## src/rtl/pipe_hazard_scoreboard.sv

```systemverilog
// pipe_hazard_scoreboard
// Hazard and forwarding controller for the in-order pipeline. Tracks the
// destination register of every instruction in the DEPTH stages after decode
// (slot 0 = EX, slot DEPTH-1 = WB). From that state it derives the
// load-use stall and the per-operand forwarding selects, and it inserts
// bubbles on a taken branch (flush) or holds everything on a data-memory
// freeze.
//
// Optional build macro: HAZ_PERF_CNT_EN
//   When defined, two saturating 16-bit event counters are added as outputs:
//   perf_stall_cnt (stalled, unfrozen cycles) and perf_flush_cnt (valid
//   decode instructions killed by an unfrozen flush).
//
// Decode-side outputs are combinational because decode needs them in the
// same cycle. They are qualified by ready_r so that every output reads 0
// while reset is held and on the first cycle after reset is released.

module pipe_hazard_scoreboard #(
    parameter int REG_AW     = 3,
    parameter int DEPTH      = 3,
    parameter int LOAD_STAGE = 2,
    parameter int SEL_W      = 3
) (
    input  logic              clk,
    input  logic              rst,
    input  logic              issue_valid,
    input  logic [REG_AW-1:0] issue_rs,
    input  logic              issue_rs_rd,
    input  logic [REG_AW-1:0] issue_rt,
    input  logic              issue_rt_rd,
    input  logic              issue_wr_en,
    input  logic [REG_AW-1:0] issue_dest,
    input  logic              issue_is_load,
    input  logic              freeze,
    input  logic              flush,
    output logic              stall,
    output logic              fwd_rs_en,
    output logic [SEL_W-1:0]  fwd_rs_sel,
    output logic              fwd_rt_en,
    output logic [SEL_W-1:0]  fwd_rt_sel,
    output logic [SEL_W:0]    occupancy,
    output logic              accepted
`ifdef HAZ_PERF_CNT_EN
    ,
    output logic [15:0]       perf_stall_cnt,
    output logic [15:0]       perf_flush_cnt
`endif
);

    // Index of the youngest (lowest-numbered) set bit; 0 when none is set.
    function automatic logic [SEL_W-1:0] youngest_idx(input logic [DEPTH-1:0] hits);
        logic [SEL_W-1:0] idx;
        idx = {SEL_W{1'b0}};
        for (int i = DEPTH - 1; i >= 0; i--) begin
            idx = hits[i] ? SEL_W'(i) : idx;
        end
        return idx;
    endfunction

    // Number of set bits in a slot-valid vector.
    function automatic logic [SEL_W:0] popcount(input logic [DEPTH-1:0] v);
        logic [SEL_W:0] cnt;
        cnt = {(SEL_W + 1){1'b0}};
        for (int i = 0; i < DEPTH; i++) begin
            cnt = cnt + {{SEL_W{1'b0}}, v[i]};
        end
        return cnt;
    endfunction

    // Per-slot tracked state.
    logic [DEPTH-1:0]  slot_valid_r;
    logic [DEPTH-1:0]  slot_wr_en_r;
    logic [DEPTH-1:0]  slot_is_load_r;
    logic [REG_AW-1:0] slot_dest_r [DEPTH];

    // Goes high one clock after reset release; qualifies decode-side outputs.
    logic              ready_r;
    logic [SEL_W:0]    occupancy_r;

    // Matching network.
    logic [DEPTH-1:0]  rs_hits_s;
    logic [DEPTH-1:0]  rt_hits_s;
    logic [DEPTH-1:0]  rs_first_s;
    logic [DEPTH-1:0]  rt_first_s;
    logic [DEPTH-1:0]  early_load_s;
    logic              rs_haz_s;
    logic              rt_haz_s;
    logic              stall_s;
    logic              accepted_s;
    logic [DEPTH-1:0]  next_valid_s;

    // Per-slot comparators: which slots would supply each source, and which
    // slots hold a load whose data is not yet available for forwarding.
    for (genvar g = 0; g < DEPTH; g++) begin : g_slot
        assign rs_hits_s[g] = issue_rs_rd & slot_valid_r[g] & slot_wr_en_r[g]
                              & (slot_dest_r[g] == issue_rs);
        assign rt_hits_s[g] = issue_rt_rd & slot_valid_r[g] & slot_wr_en_r[g]
                              & (slot_dest_r[g] == issue_rt);
        assign early_load_s[g] = slot_is_load_r[g] & ((g < LOAD_STAGE) ? 1'b1 : 1'b0);
    end

    // Isolate the youngest matching slot; only that slot decides the hazard,
    // so a younger ALU result shadows an older load still in flight.
    assign rs_first_s = rs_hits_s & (~rs_hits_s + DEPTH'(1'b1));
    assign rt_first_s = rt_hits_s & (~rt_hits_s + DEPTH'(1'b1));
    assign rs_haz_s   = |(rs_first_s & early_load_s);
    assign rt_haz_s   = |(rt_first_s & early_load_s);

    // A flush overrides a stall: the decode instruction is killed anyway.
    assign stall_s    = ready_r & issue_valid & ~flush & (rs_haz_s | rt_haz_s);
    assign accepted_s = ready_r & issue_valid & ~stall_s & ~flush & ~freeze;

    // Valid vector the slots take on the next unfrozen edge.
    assign next_valid_s = {slot_valid_r[DEPTH-2:0], accepted_s};

    assign stall      = stall_s;
    assign accepted   = accepted_s;
    assign occupancy  = occupancy_r;
    assign fwd_rs_en  = ready_r & (|rs_hits_s);
    assign fwd_rt_en  = ready_r & (|rt_hits_s);
    assign fwd_rs_sel = fwd_rs_en ? youngest_idx(rs_hits_s) : {SEL_W{1'b0}};
    assign fwd_rt_sel = fwd_rt_en ? youngest_idx(rt_hits_s) : {SEL_W{1'b0}};

    // Reset-release qualifier: low in reset and for the first cycle after.
    always_ff @(posedge clk or posedge rst) begin
        if (rst) begin
            ready_r <= 1'b0;
        end else begin
            ready_r <= 1'b1;
        end
    end

    // Slot shift register: advance one stage per unfrozen cycle, load the
    // accepted decode instruction (or a bubble) into slot 0, hold on freeze.
    always_ff @(posedge clk or posedge rst) begin
        if (rst) begin
            slot_valid_r   <= {DEPTH{1'b0}};
            slot_wr_en_r   <= {DEPTH{1'b0}};
            slot_is_load_r <= {DEPTH{1'b0}};
            occupancy_r    <= {(SEL_W + 1){1'b0}};
            for (int i = 0; i < DEPTH; i++) begin
                slot_dest_r[i] <= {REG_AW{1'b0}};
            end
        end else if (!freeze) begin
            for (int i = DEPTH - 1; i > 0; i--) begin
                slot_valid_r[i]   <= slot_valid_r[i-1];
                slot_wr_en_r[i]   <= slot_wr_en_r[i-1];
                slot_is_load_r[i] <= slot_is_load_r[i-1];
                slot_dest_r[i]    <= slot_dest_r[i-1];
            end
            slot_valid_r[0]   <= accepted_s;
            slot_wr_en_r[0]   <= accepted_s & issue_wr_en;
            slot_is_load_r[0] <= accepted_s & issue_is_load;
            slot_dest_r[0]    <= accepted_s ? issue_dest : {REG_AW{1'b0}};
            occupancy_r       <= popcount(next_valid_s);
        end
    end

`ifdef HAZ_PERF_CNT_EN
    logic [15:0] perf_stall_cnt_r;
    logic [15:0] perf_flush_cnt_r;

    // Saturating counts of stalled cycles and of killed decode instructions.
    always_ff @(posedge clk or posedge rst) begin
        if (rst) begin
            perf_stall_cnt_r <= 16'h0000;
            perf_flush_cnt_r <= 16'h0000;
        end else begin
            if (stall_s && !freeze && (perf_stall_cnt_r != 16'hFFFF)) begin
                perf_stall_cnt_r <= perf_stall_cnt_r + 16'h0001;
            end
            if (flush && !freeze && issue_valid && (perf_flush_cnt_r != 16'hFFFF)) begin
                perf_flush_cnt_r <= perf_flush_cnt_r + 16'h0001;
            end
        end
    end

    assign perf_stall_cnt = perf_stall_cnt_r;
    assign perf_flush_cnt = perf_flush_cnt_r;
`endif

endmodule

```

## config.mk

```make
export PLATFORM = sky130hd
export DESIGN_NAME = pipe_hazard_scoreboard
export DESIGN_NICKNAME = d
export VERILOG_FILES = /design/src/rtl/pipe_hazard_scoreboard.sv
export SDC_FILE = /design/constraint.sdc
export NUM_CORES = 1
export LEC_CHECK = 0
export ABC_AREA = 0
export CORE_ASPECT_RATIO = 0.9
export CORE_MARGIN = 1
export CORE_UTILIZATION = 47
export DETAILED_ROUTE_END_ITERATION = 8
export PLACE_DENSITY = 0.84
export SLEW_MARGIN = 15
export SYNTH_ARGS = -nofsm -noshare
export SYNTH_HDL_FRONTEND = slang
export SYNTH_SLANG_ARGS = --single-unit
```

## constraint.sdc

```tcl
create_clock -name clk -period 3.2 [get_ports clk]
set_clock_uncertainty 0.05 [all_clocks]
set_input_delay 0.48 -clock clk [delete_from_list [all_inputs] [get_ports clk]]
set_output_delay 0.48 -clock clk [all_outputs]
set_load 0.02 [all_outputs]
```

### Word-level counts from Yosys, hierarchy flattened

Cells that the tools add are included.

| word-level totals | value |
|---|---|
| register bits after elaboration | 22 |
| latch bits | 0 |
| RAM bits | 0 |
| memory bits (read-only) | 0 |
| input port bits | 18 |
| output and inout port bits | 14 |
| logic and storage cells | 69 |
| memories | 0 |

| operators by class | value |
|---|---|
| add/sub/neg operators | 4 |
| $mul | 0 |
| div/mod/pow operators | 0 |
| $lt $le $gt $ge | 0 |
| eq/ne operators | 6 |
| shift-type cells | 0 |
| mux-type cells | 9 |
| bitwise logic cells | 38 |
| reductions and logical operators | 4 |

Operators by type and width:

| kind | count |
|---|---|
| $and 1x1->1 | 28 |
| $eq 3x3->1 | 6 |
| $mux 2 | 8 |
| $reduce_or 3->1 | 4 |
| $add 3x1->3 const B | 2 |
| $and 3x2->3 | 2 |
| $and 3x3->3 | 2 |
| $not 3->3 | 2 |
| $add 2x1->3 | 1 |
| $mux 3 | 1 |
| $not 1->1 | 3 |
| $add 1x1->2 | 1 |
| $or 1x1->1 | 1 |

### Longest topological paths before layout

| logic depth | value |
|---|---|
| depth after elaboration | 16 |
| gate-level depth with buffers | 7 |
| gate-level depth less buffers | 7 |

### Worst setup path before layout

Ideal clock, no wire load.

| path | value |
|---|---|
| path type | input-to-reg |
| start | input issue_rt[2] |
| end | register occupancy_r[0] (netlist: occupancy[0]) |
| library setup time | 122 ps |
| arrival | 2,451 ps |
| required time | 3,028 ps |
| slack | 577 ps |
| stages on the path | 7 |
| buffers on the path | 0 |
| cells stage by stage | xor2_1 -> nor4_4 -> o22ai_2 -> a2111oi_4 -> inv_1 -> fa_1 -> mux2i_1 |

| on the way | value |
|---|---|
| word-level cells in the longest chain between the ends | 15 |
| elaborated cells on any way between the ends | 19 |
| those cells by class | add/sub (3); eq/ne (3); bitwise (12); reduce/logical (1) |

RTL lines:

| element | line | RTL |
|---|---|---|
| from (decl) | 29 | `input logic [REG_AW-1:0] issue_rt,` |
| $eq 3x3->1 | 98 | `& (slot_dest_r[g] == issue_rt);` |
| $and 1x1->1 | 98 |  |
| $not 3->3 | 105 | `assign rt_first_s = rt_hits_s & (~rt_hits_s + DEPTH'(1'b1));` |
| $add 3x1->3 | 105 |  |
| $and 3x3->3 * | 105 |  |
| $and 3x2->3 * | 107 | `assign rt_haz_s = \|(rt_first_s & early_load_s);` |
| $reduce_or 3->1 * | 107 |  |
| $or 1x1->1 * | 110 | `assign stall_s = ready_r & issue_valid & ~flush & (rs_haz_s \| rt_haz_s);` |
| $and 1x1->1 * | 110 |  |
| $not 1->1 * | 111 | `assign accepted_s = ready_r & issue_valid & ~stall_s & ~flush & ~freeze;` |
| $and 1x1->1 * (3 in series) | 111 |  |
| named net accepted | 42 | `output logic accepted` |
| $add 1x1->2 * | 65 | `cnt = cnt + {{SEL_W{1'b0}}, v[i]};` |
| $add 2x1->3 * | 65 |  |
| to (signal assigned) | 140 | `occupancy_r <= {(SEL_W + 1){1'b0}};` |
| to (signal assigned) | 155 | `occupancy_r <= popcount(next_valid_s);` |
| to (decl) | 78 | `logic [SEL_W:0] occupancy_r;` |

Mark *: on every way through the listed nets, which the timed path passes. The rest lies on a longest branch.
A chain may end at the register's enable or synchronous reset.

### Final worst setup path

| path | value |
|---|---|
| start | input issue_rs[2] |
| end | output fwd_rs_sel[0] |

| on the way | value |
|---|---|
| word-level cells in the longest chain between the ends | 5 |
| elaborated cells on any way between the ends | 11 |
| those cells by class | eq/ne (3); mux (3); bitwise (4); reduce/logical (1) |

RTL lines:

| element | line | RTL |
|---|---|---|
| from (decl) | 27 | `input logic [REG_AW-1:0] issue_rs,` |
| $eq 3x3->1 | 96 | `& (slot_dest_r[g] == issue_rs);` |
| $and 1x1->1 | 96 |  |
| $reduce_or 3->1 or $mux 2 (tied branches) | 119, 55 |  |
| $and 1x1->1 or $mux 2 (tied branches) | 119, 55 |  |
| $mux 2 * | 121 | `assign fwd_rs_sel = fwd_rs_en ? youngest_idx(rs_hits_s) : {SEL_W{1'b0}};` |
| to (decl) | 38 | `output logic [SEL_W-1:0] fwd_rs_sel,` |

Every way passes the cells marked *; elsewhere a longest branch is shown, timed or not.

==> results.json <==
{
  "outcome": "finished clean",
  "whs_ns": 0.463,
  "holdBufCountCts": 0,
  "io_pins": 32,
  "crit_path_start_kind": "input port",
  "grt_use_total_pct": 20.1,
  "slowest_stage": "clkdlybuf4s50_1",
  "final_hold_viol_count": 0,
  "layout-drive-gt1-share_pct": 19.0,
  "row_count": 16,
  "syn-instance-count": 102,
  "fin_nets": 157,
  "num-fill-cells": 178,
  "die_w_um": 54.6,
  "cts_tree": "built",
  "pwr_density_cell_nw_per_um2": 376,
  "yosys.area.top_type": "dfrtp_1",
  "critPathMaxStageDelay_ns": 0.64,
  "async_reset_ff_share_pct": 100,
  "numCtsBuffers": 3,
  "h-tree-depth": 1,
  "port-buffer-count": 27,
  "stdcell_area_um2": 1540,
  "drtIter0Drc": 17,
  "crit_type": "input port to output pin",
  "initial_core_util_pct": 51.8,
  "yosys.cell_types.count": 27,
  "rsz0062_at_grt": "no",
  "num_antenna_cells": 0,
  "maxCapViolCount": 0,
  "cp_max_fo": 3,
  "first_pass_iters": 4,
  "cp.required_ns": 2.67,
  "core_um2": 2260,
  "gp_congestion": 0.840,
  "postRouteWirelength_mm": 2.35,
  "finalWorstPathRequiredPeriod_ns": 3.13,
  "area_delta_synth_final_pct": 31.2,
  "vias": 875,
  "finalCritPeriodShare_pct": 97.9,
  "hold_class": "flop to flop",
  "setup_viol": 0,
  "routedWlPerCell_um": 14.3,
  "grt_pass1_vias": 867,
  "placed_area_um2": 1490,
  "path_clk_slew_ns": 0.12,
  "drtAntennaViolNets": 0,
  "fmax_mhz": 319,
  "grt_pass1_wl_mm": 3.84,
  "ys_top_cells_by_area": "dfrtp_1, xor2_1, mux2_2, a22o_1, nor4_4",
  "ir_drop_v": 0.000347,
  "syn_avg_cell_area_um2": 11.5,
  "critPathCaptureType": "output pin",
  "synth_area_um2": 1170,
  "clockBufferDepth": 2,
  "synthFlopType": "dfrtp_1",
  "synth_edf_count": 0,
  "synth_top_area_share_pct": 42.7,
  "clock-root-buffer": "clkbuf_4",
  "dp_hpwl_mm": 1.83,
  "yosysSeqAreaShare_pct": 42.7,
  "grt_max_degree": 22,
  "clock_latency_ns": 0.30,
  "overflow": 0,
  "arrival_ns": 2.60,
  "dieArea_um2": 2700,
  "ys_ff_latch": 20,
  "cts.sinks": 20,
  "slew_violations": 0,
  "crit_chain": "clkdlybuf4s50_1 -> xor2_1 -> or4_1 -> nor3_1 -> clkdlybuf4s50_1",
  "crit_top_cell": "clkdlybuf4s50_1",
  "yosysWarningCount": 0,
  "via_per_inst": 5.34,
  "worst_pin_slew_ns": 0.733,
  "power_leakage_nw": 0.739,
  "die_h_um": 49.4,
  "antenna_found_initial": 0,
  "slew_headroom_pct": 51.1,
  "drcViolationCount": 0
}
[final cells by class]
cell class	count	area (µm²)	area share, %
well taps	27	33.8	2.20
flip-flops and latches	20	500	32.6
clock inverters	1	30.0	1.95
multi-input cells	72	603	39.3
repair buffers	34	320	20.8
inverters	7	26.3	1.71
clock buffers	3	22.5	1.47
[layout by cell type (no fill, tap or decap)]
master and n:
a21o_1 1, a22o_1 5, dlygate4sd2_1 4, clkbuf_4 3
and2b_1 1, nor4_4 2, and2b_2 1, nand3_1 7
conb_1 5, mux2_2 9, mux2i_1 2, or4_1 2
xnor2_1 2, dlymetal6s2s_1 1, xor2_1 16, o22ai_2 1
buf_4 7, fa_1 1, dfrtp_1 20, a21oi_1 1
nand2_1 2, nor2_1 1, nand3b_1 1, a2111oi_4 1
o21a_2 1, bufinv_16 1, inv_1 7, clkdlybuf4s50_1 22
nor3_1 4, nor2b_1 2, o21ai_0 4
[power by group]
part | internal [mW] | switching [mW] | leakage [nW]
clock | 0.127 | 0.0753 | 0.0279
combinational | 0.0486 | 0.0466 | 0.440
sequential | 0.267 | 0.0147 | 0.271
[per-layer routing]
layer | vias up | GRT usage, % | routed length (µm)
met4 | 0 | 6.41 | 14
met5 | - | 0 | 0
li1 | 415 | - | -
met3 | 2 | 2.80 | 123
met2 | 28 | 30.5 | 1170
met1 | 430 | 29.1 | 1040
[cells by family (layout without fill, tap and decap cells)]
group	after synthesis	in the layout	share of synthesized area (%)
adders and majority gates	1	1	1.71
AOI/OAI and AO/OA	14	14	10.7
xor gates and xnor gates	18	18	13.5
other	2	5	0.641
buffers and inverters	13	45	6.73
muxes	11	11	10.4
and+or+nand+nor	23	23	13.7
DFF	20	20	42.7
[cells in the mapped netlist (4+ instances only)]
master	count
a22o_1	5
buf_4	4
dfrtp_1	20
inv_1	7
mux2_2	9
nand3_1	7
nor3_1	4
o21ai_0	4
xor2_1	16
[state kept, by name, summed over array words and instances (netlist names)]
name and cells:
slot_wr_en_r 3, slot_is_load_r 2, ready_r 1, occupancy 2, slot_dest_r 9, slot_valid_r 3
[metrics by stage]
stage / util [%] / setup slack (ns) / instances / setup TNS [ns] / power (mW)
global placement: 65.7 / -0.0709 / 160 / -0.129 / 0.377
finish: 67.9 / 0.0687 / 164 / 0 / 0.578
detailed placement: 65.7 / -0.0645 / 160 / -0.173 / 0.381
CTS: 67.8 / 0.0639 / 164 / 0 / 0.584
global route: 67.9 / 0.0116 / 164 / 0 / 0.605
floorplan: - / 0.577 / 105 / 0 / 0.338
[critical path: cells and delay by family]
kind	cells	cell delay, ns
simple gates	2	0.79
xor+xnor	1	0.19
buf+inv	2	1.13
[worst paths after layout]
path	startpoint	to	slack [ns]	cells past startpoint
setup / recovery	issue_rs[2]	fwd_rs_sel[0]	0.07	5
hold / removal	slot_valid_r[2]	slot_valid_r[2]	0.46	2
setup reg to reg	slot_dest_r[8]	occupancy[0]	0.65	8
hold reg to reg	slot_valid_r[2]	slot_valid_r[2]	0.46	2
max in group asynchronous	rst	occupancy[0]	2.08	2
min in group asynchronous	rst	slot_is_load_r[1]	0.55	2
[what timing repair did]
item | 4_1_cts | 5_1_grt
pin swaps | 0 | 0
buffers inserted | 0 | 0
cloned | 0 | 0
gates resized for setup | 4 | 1
setup endpoints to repair | 4 | 1
(Power assumes the default switching activity.)
